===== config.mk =====
export PLATFORM = sky130hd
export DESIGN_NAME = baccarat_dealer
export DESIGN_NICKNAME = d
export VERILOG_FILES = /design/src/rtl/baccarat_pkg.sv /design/src/rtl/baccarat_dealer_dealcard.sv /design/src/rtl/baccarat_dealer.sv
export SDC_FILE = /design/constraint.sdc
export NUM_CORES = 1
export LEC_CHECK = 0
export BUFFER_PORTS_ARGS = -buffer_cell sky130_fd_sc_hd__buf_2
export CORE_ASPECT_RATIO = 1.25
export CORE_UTILIZATION = 60
export CTS_BUF_LIST = sky130_fd_sc_hd__clkbuf_4 sky130_fd_sc_hd__clkbuf_8
export DETAILED_ROUTE_END_ITERATION = 10
export GPL_TIMING_DRIVEN = 0
export PLACE_DENSITY = 0.89
export SYNTH_ARGS = -nofsm -noshare
export SYNTH_HDL_FRONTEND = slang
export SYNTH_SLANG_ARGS = --single-unit

===== constraint.sdc =====
create_clock -name clk -period 6.2 [get_ports clk]
set_input_delay 0.93 -clock clk [delete_from_list [all_inputs] [get_ports clk]]
set_output_delay 0.93 -clock clk [all_outputs]
set_load 0.02 [all_outputs]

===== src/rtl/baccarat_pkg.sv =====
// Shared types and helpers for the Baccarat dealing stage.
// Latency: none (types, constants and pure functions only).
// Backpressure: n/a.
package baccarat_pkg;

  typedef enum logic [3:0] {
    DEAL_P1,
    DEAL_D1,
    DEAL_P2,
    DEAL_D2,
    EVAL,
    DEAL_P3,
    EVAL_B,
    DEAL_D3,
    DONE
  } state_e;

  localparam logic [3:0] CARD_EMPTY = 4'd0;
  localparam logic [3:0] CARD_A     = 4'd1;
  localparam logic [3:0] CARD_10    = 4'd10;
  localparam logic [3:0] CARD_J     = 4'd11;
  localparam logic [3:0] CARD_Q     = 4'd12;
  localparam logic [3:0] CARD_K     = 4'd13;

  // Pips count at face value; blank, tens and court cards count zero.
  function automatic logic [3:0] card_value(input logic [3:0] code);
    if (code >= CARD_A && code < CARD_10) begin
      return code;
    end
    return 4'd0;
  endfunction

  // Hand total mod 10; max sum is 27 so two conditional subtracts suffice.
  function automatic logic [3:0] hand_score(input logic [3:0] c1,
                                            input logic [3:0] c2,
                                            input logic [3:0] c3);
    logic [4:0] s;
    s = {1'b0, card_value(c1)} + {1'b0, card_value(c2)} + {1'b0, card_value(c3)};
    if (s >= 5'd10) begin
      s = s - 5'd10;
    end
    if (s >= 5'd10) begin
      s = s - 5'd10;
    end
    return s[3:0];
  endfunction

endpackage


===== src/rtl/baccarat_dealer_dealcard.sv =====
// Free-running 1..13 card counter acting as the shuffled-deck source.
// Latency: new_card is the registered count, advancing every edge.
// Backpressure: none; the counter never stalls.
module dealcard (
  input  logic       clk,
  input  logic       reset,
  output logic [3:0] new_card
);

  logic [3:0] new_card_q;
  logic [3:0] new_card_d;

  // Next count: wrap king back to ace.
  always_comb begin
    new_card_d = new_card_q + 4'd1;
    if (new_card_q == 4'd13) begin
      new_card_d = 4'd1;
    end
  end

  // Count register; reset starts the deck at ace.
  always_ff @(posedge clk) begin
    if (reset) begin
      new_card_q <= 4'd1;
    end else begin
      new_card_q <= new_card_d;
    end
  end

  assign new_card = new_card_q;

endmodule


===== src/rtl/baccarat_dealer.sv =====
// Deals a Punto Banco hand into six card slots and reports scores/winner.
// Latency: a card lands on the edge sampling deal; EVAL/EVAL_B add one cycle each.
// Backpressure: deal is dropped outside dealing states; no queuing.
module baccarat_dealer
  import baccarat_pkg::*;
(
  input  logic       clk,
  input  logic       reset,
  input  logic       deal,
  output logic [3:0] pcard1,
  output logic [3:0] pcard2,
  output logic [3:0] pcard3,
  output logic [3:0] dcard1,
  output logic [3:0] dcard2,
  output logic [3:0] dcard3,
  output logic [3:0] pscore,
  output logic [3:0] dscore,
  output logic       done,
  output logic       player_win,
  output logic       dealer_win
);

  logic [3:0] new_card;
  state_e     state_q, state_d;
  logic [3:0] pcard1_q, pcard1_d, pcard2_q, pcard2_d, pcard3_q, pcard3_d;
  logic [3:0] dcard1_q, dcard1_d, dcard2_q, dcard2_d, dcard3_q, dcard3_d;
  logic       done_q, done_d;
  logic [3:0] p3_value;
  logic       banker_draws;
  logic       natural;

  dealcard u_dealcard (
    .clk      (clk),
    .reset    (reset),
    .new_card (new_card)
  );

  assign pscore   = hand_score(pcard1_q, pcard2_q, pcard3_q);
  assign dscore   = hand_score(dcard1_q, dcard2_q, dcard3_q);
  assign natural  = (pscore >= 4'd8) || (dscore >= 4'd8);
  assign p3_value = card_value(pcard3_q);

  // Banker third-card table, keyed on banker score and player's third card.
  always_comb begin
    banker_draws = 1'b0;
    case (dscore)
      4'd0, 4'd1, 4'd2: banker_draws = 1'b1;
      4'd3:             banker_draws = (p3_value != 4'd8);
      4'd4:             banker_draws = (p3_value >= 4'd2) && (p3_value <= 4'd7);
      4'd5:             banker_draws = (p3_value >= 4'd4) && (p3_value <= 4'd7);
      4'd6:             banker_draws = (p3_value >= 4'd6) && (p3_value <= 4'd7);
      default:          banker_draws = 1'b0;
    endcase
  end

  // Hand sequencer: load the sampled card into the current slot and branch.
  always_comb begin
    state_d  = state_q;
    pcard1_d = pcard1_q;
    pcard2_d = pcard2_q;
    pcard3_d = pcard3_q;
    dcard1_d = dcard1_q;
    dcard2_d = dcard2_q;
    dcard3_d = dcard3_q;
    case (state_q)
      DEAL_P1: if (deal) begin pcard1_d = new_card; state_d = DEAL_D1; end
      DEAL_D1: if (deal) begin dcard1_d = new_card; state_d = DEAL_P2; end
      DEAL_P2: if (deal) begin pcard2_d = new_card; state_d = DEAL_D2; end
      DEAL_D2: if (deal) begin dcard2_d = new_card; state_d = EVAL;    end
      EVAL: begin
        if (natural) begin
          state_d = DONE;
        end else if (pscore <= 4'd5) begin
          state_d = DEAL_P3;
        end else if (dscore <= 4'd5) begin
          state_d = DEAL_D3;
        end else begin
          state_d = DONE;
        end
      end
      DEAL_P3: if (deal) begin pcard3_d = new_card; state_d = EVAL_B; end
      EVAL_B:  state_d = banker_draws ? DEAL_D3 : DONE;
      DEAL_D3: if (deal) begin dcard3_d = new_card; state_d = DONE;   end
      DONE:    state_d = DONE;
      default: state_d = DEAL_P1;
    endcase
    done_d = (state_d == DONE);
  end

  // State and slot registers; reset clears the table and overrides deal.
  always_ff @(posedge clk) begin
    if (reset) begin
      state_q  <= DEAL_P1;
      pcard1_q <= CARD_EMPTY;
      pcard2_q <= CARD_EMPTY;
      pcard3_q <= CARD_EMPTY;
      dcard1_q <= CARD_EMPTY;
      dcard2_q <= CARD_EMPTY;
      dcard3_q <= CARD_EMPTY;
      done_q   <= 1'b0;
    end else begin
      state_q  <= state_d;
      pcard1_q <= pcard1_d;
      pcard2_q <= pcard2_d;
      pcard3_q <= pcard3_d;
      dcard1_q <= dcard1_d;
      dcard2_q <= dcard2_d;
      dcard3_q <= dcard3_d;
      done_q   <= done_d;
    end
  end

  assign pcard1     = pcard1_q;
  assign pcard2     = pcard2_q;
  assign pcard3     = pcard3_q;
  assign dcard1     = dcard1_q;
  assign dcard2     = dcard2_q;
  assign dcard3     = dcard3_q;
  assign done       = done_q;
  assign player_win = done_q && (pscore >= dscore);
  assign dealer_win = done_q && (dscore >= pscore);

endmodule


# Yosys cells after proc, flatten, opt, wreduce, memory -nomap -nowiden
# Index checks and enable logic that the tools add are counted.
totals:
  register_bits: 33
  elab_cells: 117
  output_inout_bits: 35
classes:
  muxes: 34
  addsub: 9
  n_lt_le_gt_ge: 26
  eq_ne: 17
  reduce_logical: 22
ops:
  columns: ["operator", "n"]
  rows:
  - ["4-bit two-way mux", 24]
  - ["4-bit one-hot mux with 9 select lines", 1]
  - ["4-bit by 3-bit == test with 1-bit output, second input constant", 7]
  - ["4-bit by 1-bit >= comparator with 1-bit output, second input constant", 6]
  - ["4-bit < comparator, second input constant", 6]
  - ["5-bit by 4-bit >= comparator with 1-bit output, second input constant", 4]
  - ["4-bit by 2-bit == test with 1-bit output, second input constant", 4]
  - ["4-bit == test, second input constant", 3]
  - ["4-bit by 3-bit <= comparator with 1-bit output, second input constant", 3]
  - ["2-bit AND reduction", 6]
  - ["1-bit logical AND", 11]
  - ["4-bit by 4-bit adder with 5-bit output", 2]
  - ["5-bit by 4-bit adder with 5-bit output", 2]
  - ["5-bit two-way mux", 2]
  - ["5-bit by 4-bit subtractor with 5-bit output, second input constant", 2]
  - ["4-bit by 1-bit == test with 1-bit output, second input constant", 2]
  - ["4-bit by 3-bit >= comparator with 1-bit output, second input constant", 2]
  - ["4-bit >= comparator", 2]
  - ["4-bit >= comparator, second input constant", 2]
  - ["4-bit logical NOT", 2]
  - ["4-bit subtractor, second input constant", 2]
  - ["1-bit two-way mux", 6]
  - ["1-bit one-hot mux with 5 select lines", 1]
  - ["4-bit by 1-bit adder with 4-bit output, second input constant", 1]
  - ["other kinds (5)", 5]

# Longest topological paths before layout
logic_depth:
  word_depth: 16
  ltp_mapped: 21
  ltp_nobuf: 21

# By module
# A second synthesis with hierarchy kept.
hier_totals:
  cells_unflattened: 346
  hier_area_um2: 2929.1
modules_own_cells:
  columns: ["module", "seq_area_each_um2", "area_per_inst_um2", "instances", "cells_each"]
  rows:
  - ["baccarat_dealer", 580.6, 2753.9, 1, 328]
  - ["dealcard", 80.1, 175.2, 1, 18]

# Least setup slack after synthesis
# OpenSTA, ideal clock, no wires.
synth_timing:
  kind: "register to output"
  start: "register pcard3_q[3], in the netlist pcard3[3]"
  end: "output player_win"
  arrival_ns: 5.321
  path_slack_ns: -0.051
  stages_incl_launch_ff: 19
  path_cell_list: "dfxtp_1 > o21ai_0 > and2_1 > fa_1 > ha_1 > inv_1 > fa_1 > ha_1 > a21oi_1 > nor3_2 > xnor2_1 > inv_1 > ha_1 > inv_1 > o21ai_0 > inv_1 > ha_1 > nor3b_1 > a2111oi_0"
synth_between:
  elab_chain_cells: 11
  elab_cells_between_ends: 15
  cone_classes: "add/sub: 3; order compare: 5; mux: 5; reduce/logical: 2"
synth_rtl:
  columns: ["item", "line", "source"]
  rows:
  - ["start, declared", "baccarat_dealer.sv:25", "logic [3:0] pcard1_q, pcard1_d, pcard2_q, pcard2_d, pcard3_q, pcard3_d;"]
  - ["start signal, assigned", "baccarat_dealer.sv:105", "pcard3_q <= pcard3_d;"]
  - ["4-bit by 1-bit >= comparator with 1-bit output or 4-bit < comparator (tied branches)", "baccarat_pkg.sv:27", "if (code >= CARD_A && code < CARD_10) begin"]
  - ["1-bit logical AND", "baccarat_pkg.sv:27", null]
  - ["1-bit two-way mux", "baccarat_pkg.sv:27", null]
  - ["4-bit two-way mux (*)", "baccarat_pkg.sv:30", "return 4'd0;"]
  - ["5-bit by 4-bit adder with 5-bit output (*)", "baccarat_pkg.sv:38", "s = {1'b0, card_value(c1)} + {1'b0, card_value(c2)} + {1'b0, card_value(c3)};"]
  - ["5-bit by 4-bit subtractor with 5-bit output or 5-bit by 4-bit >= comparator with 1-bit output (tied branches)", "baccarat_pkg.sv:40, baccarat_pkg.sv:39", null]
  - ["5-bit two-way mux (*)", "baccarat_pkg.sv:39", "if (s >= 5'd10) begin"]
  - ["4-bit subtractor or 5-bit by 4-bit >= comparator with 1-bit output (tied branches)", "baccarat_pkg.sv:43, baccarat_pkg.sv:42", null]
  - ["4-bit two-way mux (*)", "baccarat_pkg.sv:42", "if (s >= 5'd10) begin"]
  - ["named net pscore[3]", "baccarat_dealer.sv:16", "output logic [3:0] pscore,"]
  - ["4-bit >= comparator (*)", "baccarat_dealer.sv:120", "assign player_win = done_q && (pscore >= dscore);"]
  - ["1-bit logical AND (*)", "baccarat_dealer.sv:120", null]
  - ["end, declared", "baccarat_dealer.sv:19", "output logic player_win,"]
# The timed path passes the listed nets; every way through them passes the cells marked *. The select of a mux whose other input is x is not followed.

# Worst setup path in the final report
layout_timing:
  start: "register pcard3_q[2], in the netlist pcard3[2]"
  end: "output dealer_win"
layout_between:
  elab_chain_cells: 11
  elab_cells_between_ends: 15
  cone_classes: "add/sub: 3; order compare: 5; mux: 5; reduce/logical: 2"
layout_rtl:
  columns: ["item", "line", "source"]
  rows:
  - ["4-bit by 1-bit >= comparator with 1-bit output or 4-bit < comparator (tied branches)", "baccarat_pkg.sv:27", null]
  - ["1-bit logical AND", "baccarat_pkg.sv:27", null]
  - ["1-bit two-way mux", "baccarat_pkg.sv:27", null]
  - ["4-bit two-way mux (*)", "baccarat_pkg.sv:30", null]
  - ["5-bit by 4-bit adder with 5-bit output (*)", "baccarat_pkg.sv:38", null]
  - ["5-bit by 4-bit subtractor with 5-bit output or 5-bit by 4-bit >= comparator with 1-bit output (tied branches)", "baccarat_pkg.sv:40, baccarat_pkg.sv:39", null]
  - ["5-bit two-way mux (*)", "baccarat_pkg.sv:39", null]
  - ["4-bit subtractor or 5-bit by 4-bit >= comparator with 1-bit output (tied branches)", "baccarat_pkg.sv:43, baccarat_pkg.sv:42", null]
  - ["4-bit two-way mux (*)", "baccarat_pkg.sv:42", null]
  - ["4-bit >= comparator (*)", "baccarat_dealer.sv:121", "assign dealer_win = done_q && (dscore >= pscore);"]
  - ["1-bit logical AND (*)", "baccarat_dealer.sv:121", null]
  - ["end, declared", "baccarat_dealer.sv:20", "output logic dealer_win"]
# Mark *: on every way between the ends. The rest lies on a longest branch, timed or not. The select of a mux whose other input is x is not followed.

==> impl_metrics.ini <==
[setup_path]
crit_required_ns = 5.27
cp_cell_sequence = o21ai_0 -> and2_1 -> fa_1 -> ha_1 -> inv_1 -> fa_1 -> ha_1 -> nand2b_1 -> a21oi_2 -> nor3_2 -> buf_4 -> xnor2_2 -> inv_1 -> ha_1 -> o221a_2 -> o211ai_1 -> o21ai_1 -> maj3_1 -> a211oi_1 -> a211o_1 -> buf_2
worstPathArrival_ns = 5.08
critPathCaptureType = primary output
slowest_stage = fa_1
ff2ff_path_depth = 20
critPathMaxStageDelay_ns = 0.48
crit_type = flop to primary output
cpMostUsedCell = ha_1
start_kind = flop
crit_fanout = 6

[routing]
totalWireLength_microns = 6570
vias = 2726
wl_met1_microns = 2730
avgViaCountPerCell = 5.93
first_pass_iters = 5
met2_length_microns = 3420
ant_nets = 0
wl_met3_microns = 274
routedWlPerCell_microns = 14.3
drc = 0
drtIter0Drc = 155
top_layer = met4

[floorplanning]
rows = 27
io_pins = 38
dieArea_sq_um = 4910
start_util = 0.628
die_y_microns = 78.1
die_w_microns = 62.9
core_area_sq_um = 4430

[grt]
grt-ovfl-total = 0
track_usage = 0.271
grt_pass1_wl_microns = 10900
antenna_found_initial = 0
grt_start_max_net_pins = 12
grt_pass1_vias = 2541

[timing]
slew_viol_final = 0
max_freq_mhz = 166
clock-skew-final_ns = 0.00326
holdWs_ns = 0.470
fin_ws_ns = 0.192
relSlewSlack = 0.604
period_share = 0.969
tightest_slew_ns = 0.580
fin_crit_ns = 6.01
finalSetupViolations = 0
hold_viol_final = 0

[synth]
yosysTopAreaCell = dfxtp_1
syn_nets = 384
synth_area_sq_um = 2780
synthArstFlopShare = 0
yosys-top-cells-area = dfxtp_1 (24%), fa_1 (7.2%), ha_1 (6.8%), nor2_1 (6.1%), mux2i_1 (5.8%)
synth_top_area_share = 0.238
ys_ff_latch = 33
avgSynthCellArea_sq_um = 7.81
synth_top_flop_cell = dfxtp_1
yosys_warnings = 0
yosys.cell_types.count = 57
ys_seq_area_frac = 0.238
synth_cells = 356
synth-edff-count = 0

[cts]
cts_hold_buf = 0
clockBufferDepth = 2
cts_tree = yes
clock_sinks = 33
clkSlewWorstSetupHoldPaths_ns = 0.07
clk_latency_ns = 0.29
cts_root_buffer = clkbuf_8
htree_levels = 2
cts_made_buffers = 5

[power_and_ir_drop]
ir_drop_mv = 0.206
p_leak_nw = 1.38
power_density_nw_per_um2 = 169

[min_path]
min_path_cells = 2
hold_class = flop to flop

[layout]
synthToLayoutAreaGrowth_pct = 14.8
layout.cells.non_filler = 460
antenna_cells = 0
design_area_sq_um = 3190
final_nets = 429
seq_area_sq_um = 663
multi_input_area_sq_um = 2010
utilization = 0.721
drive_gt1_frac = 0.169
fill_cells = 331

[placement]
place.gp.congestion = 0.908
hpwl_microns = 5010
portBuffers = 37
pre_cts_slack_ns = 0.482
dp.cells = 451
placed_area_sq_um = 3040

[run_status]
outcome = complete, no violations

[flow_run]
cap_violations = 0
-- cells in the final DEF (no fill, tap or decap), drive strengths merged, types with 14 or more instances in the layout --
master,count
a21oi,27
buf,41
clkbuf,14
dfxtp,33
ha,15
inv,23
mux2i,16
nand2,38
nand3,16
nor2,45
o21ai,14
-- synthesized netlist by cell type, types with 2 or more instances --
master and number:
a21oi_1 25, mux2i_1 16, buf_1 2, dfxtp_1 33, a21oi_2 2, nor3b_1 4, inv_1 22, nand4_1 2
xnor2_1 7, nor3_1 8, and2_1 5, or3_1 3, nand3b_1 3, xor2_1 2, and3_1 2, o21ai_0 11
fa_1 10, a31oi_1 5, a211oi_1 6, o21a_1 2, o21ai_2 2, ha_1 15, nand3_1 16, clkbuf_1 8
a211o_1 3, nand2b_1 10, nand2_1 38, o31ai_1 3, maj3_1 2, a21o_1 2, nor2b_1 13, a2111oi_0 3
o21bai_1 3, nor2_1 45
-- flip-flops by register name (all words and copies together) (netlist names) --
| name | cells |
|---|---|
| u_dealcard.new_card | 4 |
| pcard3 | 4 |
| dcard3 | 4 |
| dcard2 | 4 |
| state_q | 4 |
| pcard2 | 4 |
| done | 1 |
| dcard1 | 4 |
| pcard1 | 4 |
-- report_power, final --
group	internal (W)	switching (W)
combinational	0.0000371	0.0000656
sequential	0.000218	0.00000575
clock	0.000131	0.0000810
total	0.000386	0.000152
-- worst paths after layout --
path | slack, ns | endpoint | start
max | 0.19 | dealer_win | pcard3[2]$_SDFFE_PP0P_
max reg2reg | 1.58 | state_q[2]$_SDFF_PP0_ | pcard3[2]$_SDFFE_PP0P_
min | 0.47 | pcard1[0]$_SDFFE_PP0P_ | pcard1[0]$_SDFFE_PP0P_
min reg2reg | 0.47 | pcard1[0]$_SDFFE_PP0P_ | pcard1[0]$_SDFFE_PP0P_
-- through the flow --
stage	setup TNS, ns	power (W)
6_report	0	0.000538
5_1_grt	-0.0403	0.000560
4_1_cts	0	0.000537
3_5_place_dp	0	0.000327
3_3_place_gp	0	0.000323
2_1_floorplan	0	0.000303
-- worst max-delay path, delay by kind of cell, from the launching register on --
family	cells	cell delay, ns
adders and majority gates	6	1.96
AOI/OAI and AO/OA	7	1.22
and+or+nand+nor	3	0.57
buffers and inverters	4	0.51
DFF	1	0.41
xor gates and xnor gates	1	0.13
-- routing by layer --
layer,vias up,GRT usage
met5,-,0
met2,85,0.496
met1,1290,0.319
met4,0,0.0884
met3,18,0.0422
li1,1333,-
-- area by class of cell --
cell class / count / share of cell area
Sequential cell: 33 / 0.208
Clock inverter: 2 / 0.0118
Inverter: 23 / 0.0271
Timing Repair Buffer: 38 / 0.0604
Buffer: 11 / 0.0133
Tap cell: 58 / 0.0228
Multi-Input combinational cell: 289 / 0.631
Clock buffer: 6 / 0.0259
-- what timing repair did --
| item | CTS | global route |
|---|---|---|
| setup buffers | 0 | 1 |
| gates resized for setup | 0 | 8 |
| endpoints found under the setup margin | 0 | 2 |
-- kinds of logic (layout without fill, tap and decap cells) --
logic type	after synthesis	count (layout)	share of synthesized area
muxes	16	16	0.0576
AOI/OAI and AO/OA	82	82	0.207
xor gates and xnor gates	11	11	0.0401
buffers and inverters	34	80	0.0464
and+or+nand+nor	153	153	0.264
DFF	33	33	0.238
adders and majority gates	27	27	0.147
No activity file was read; power rests on OpenSTA's default activity.
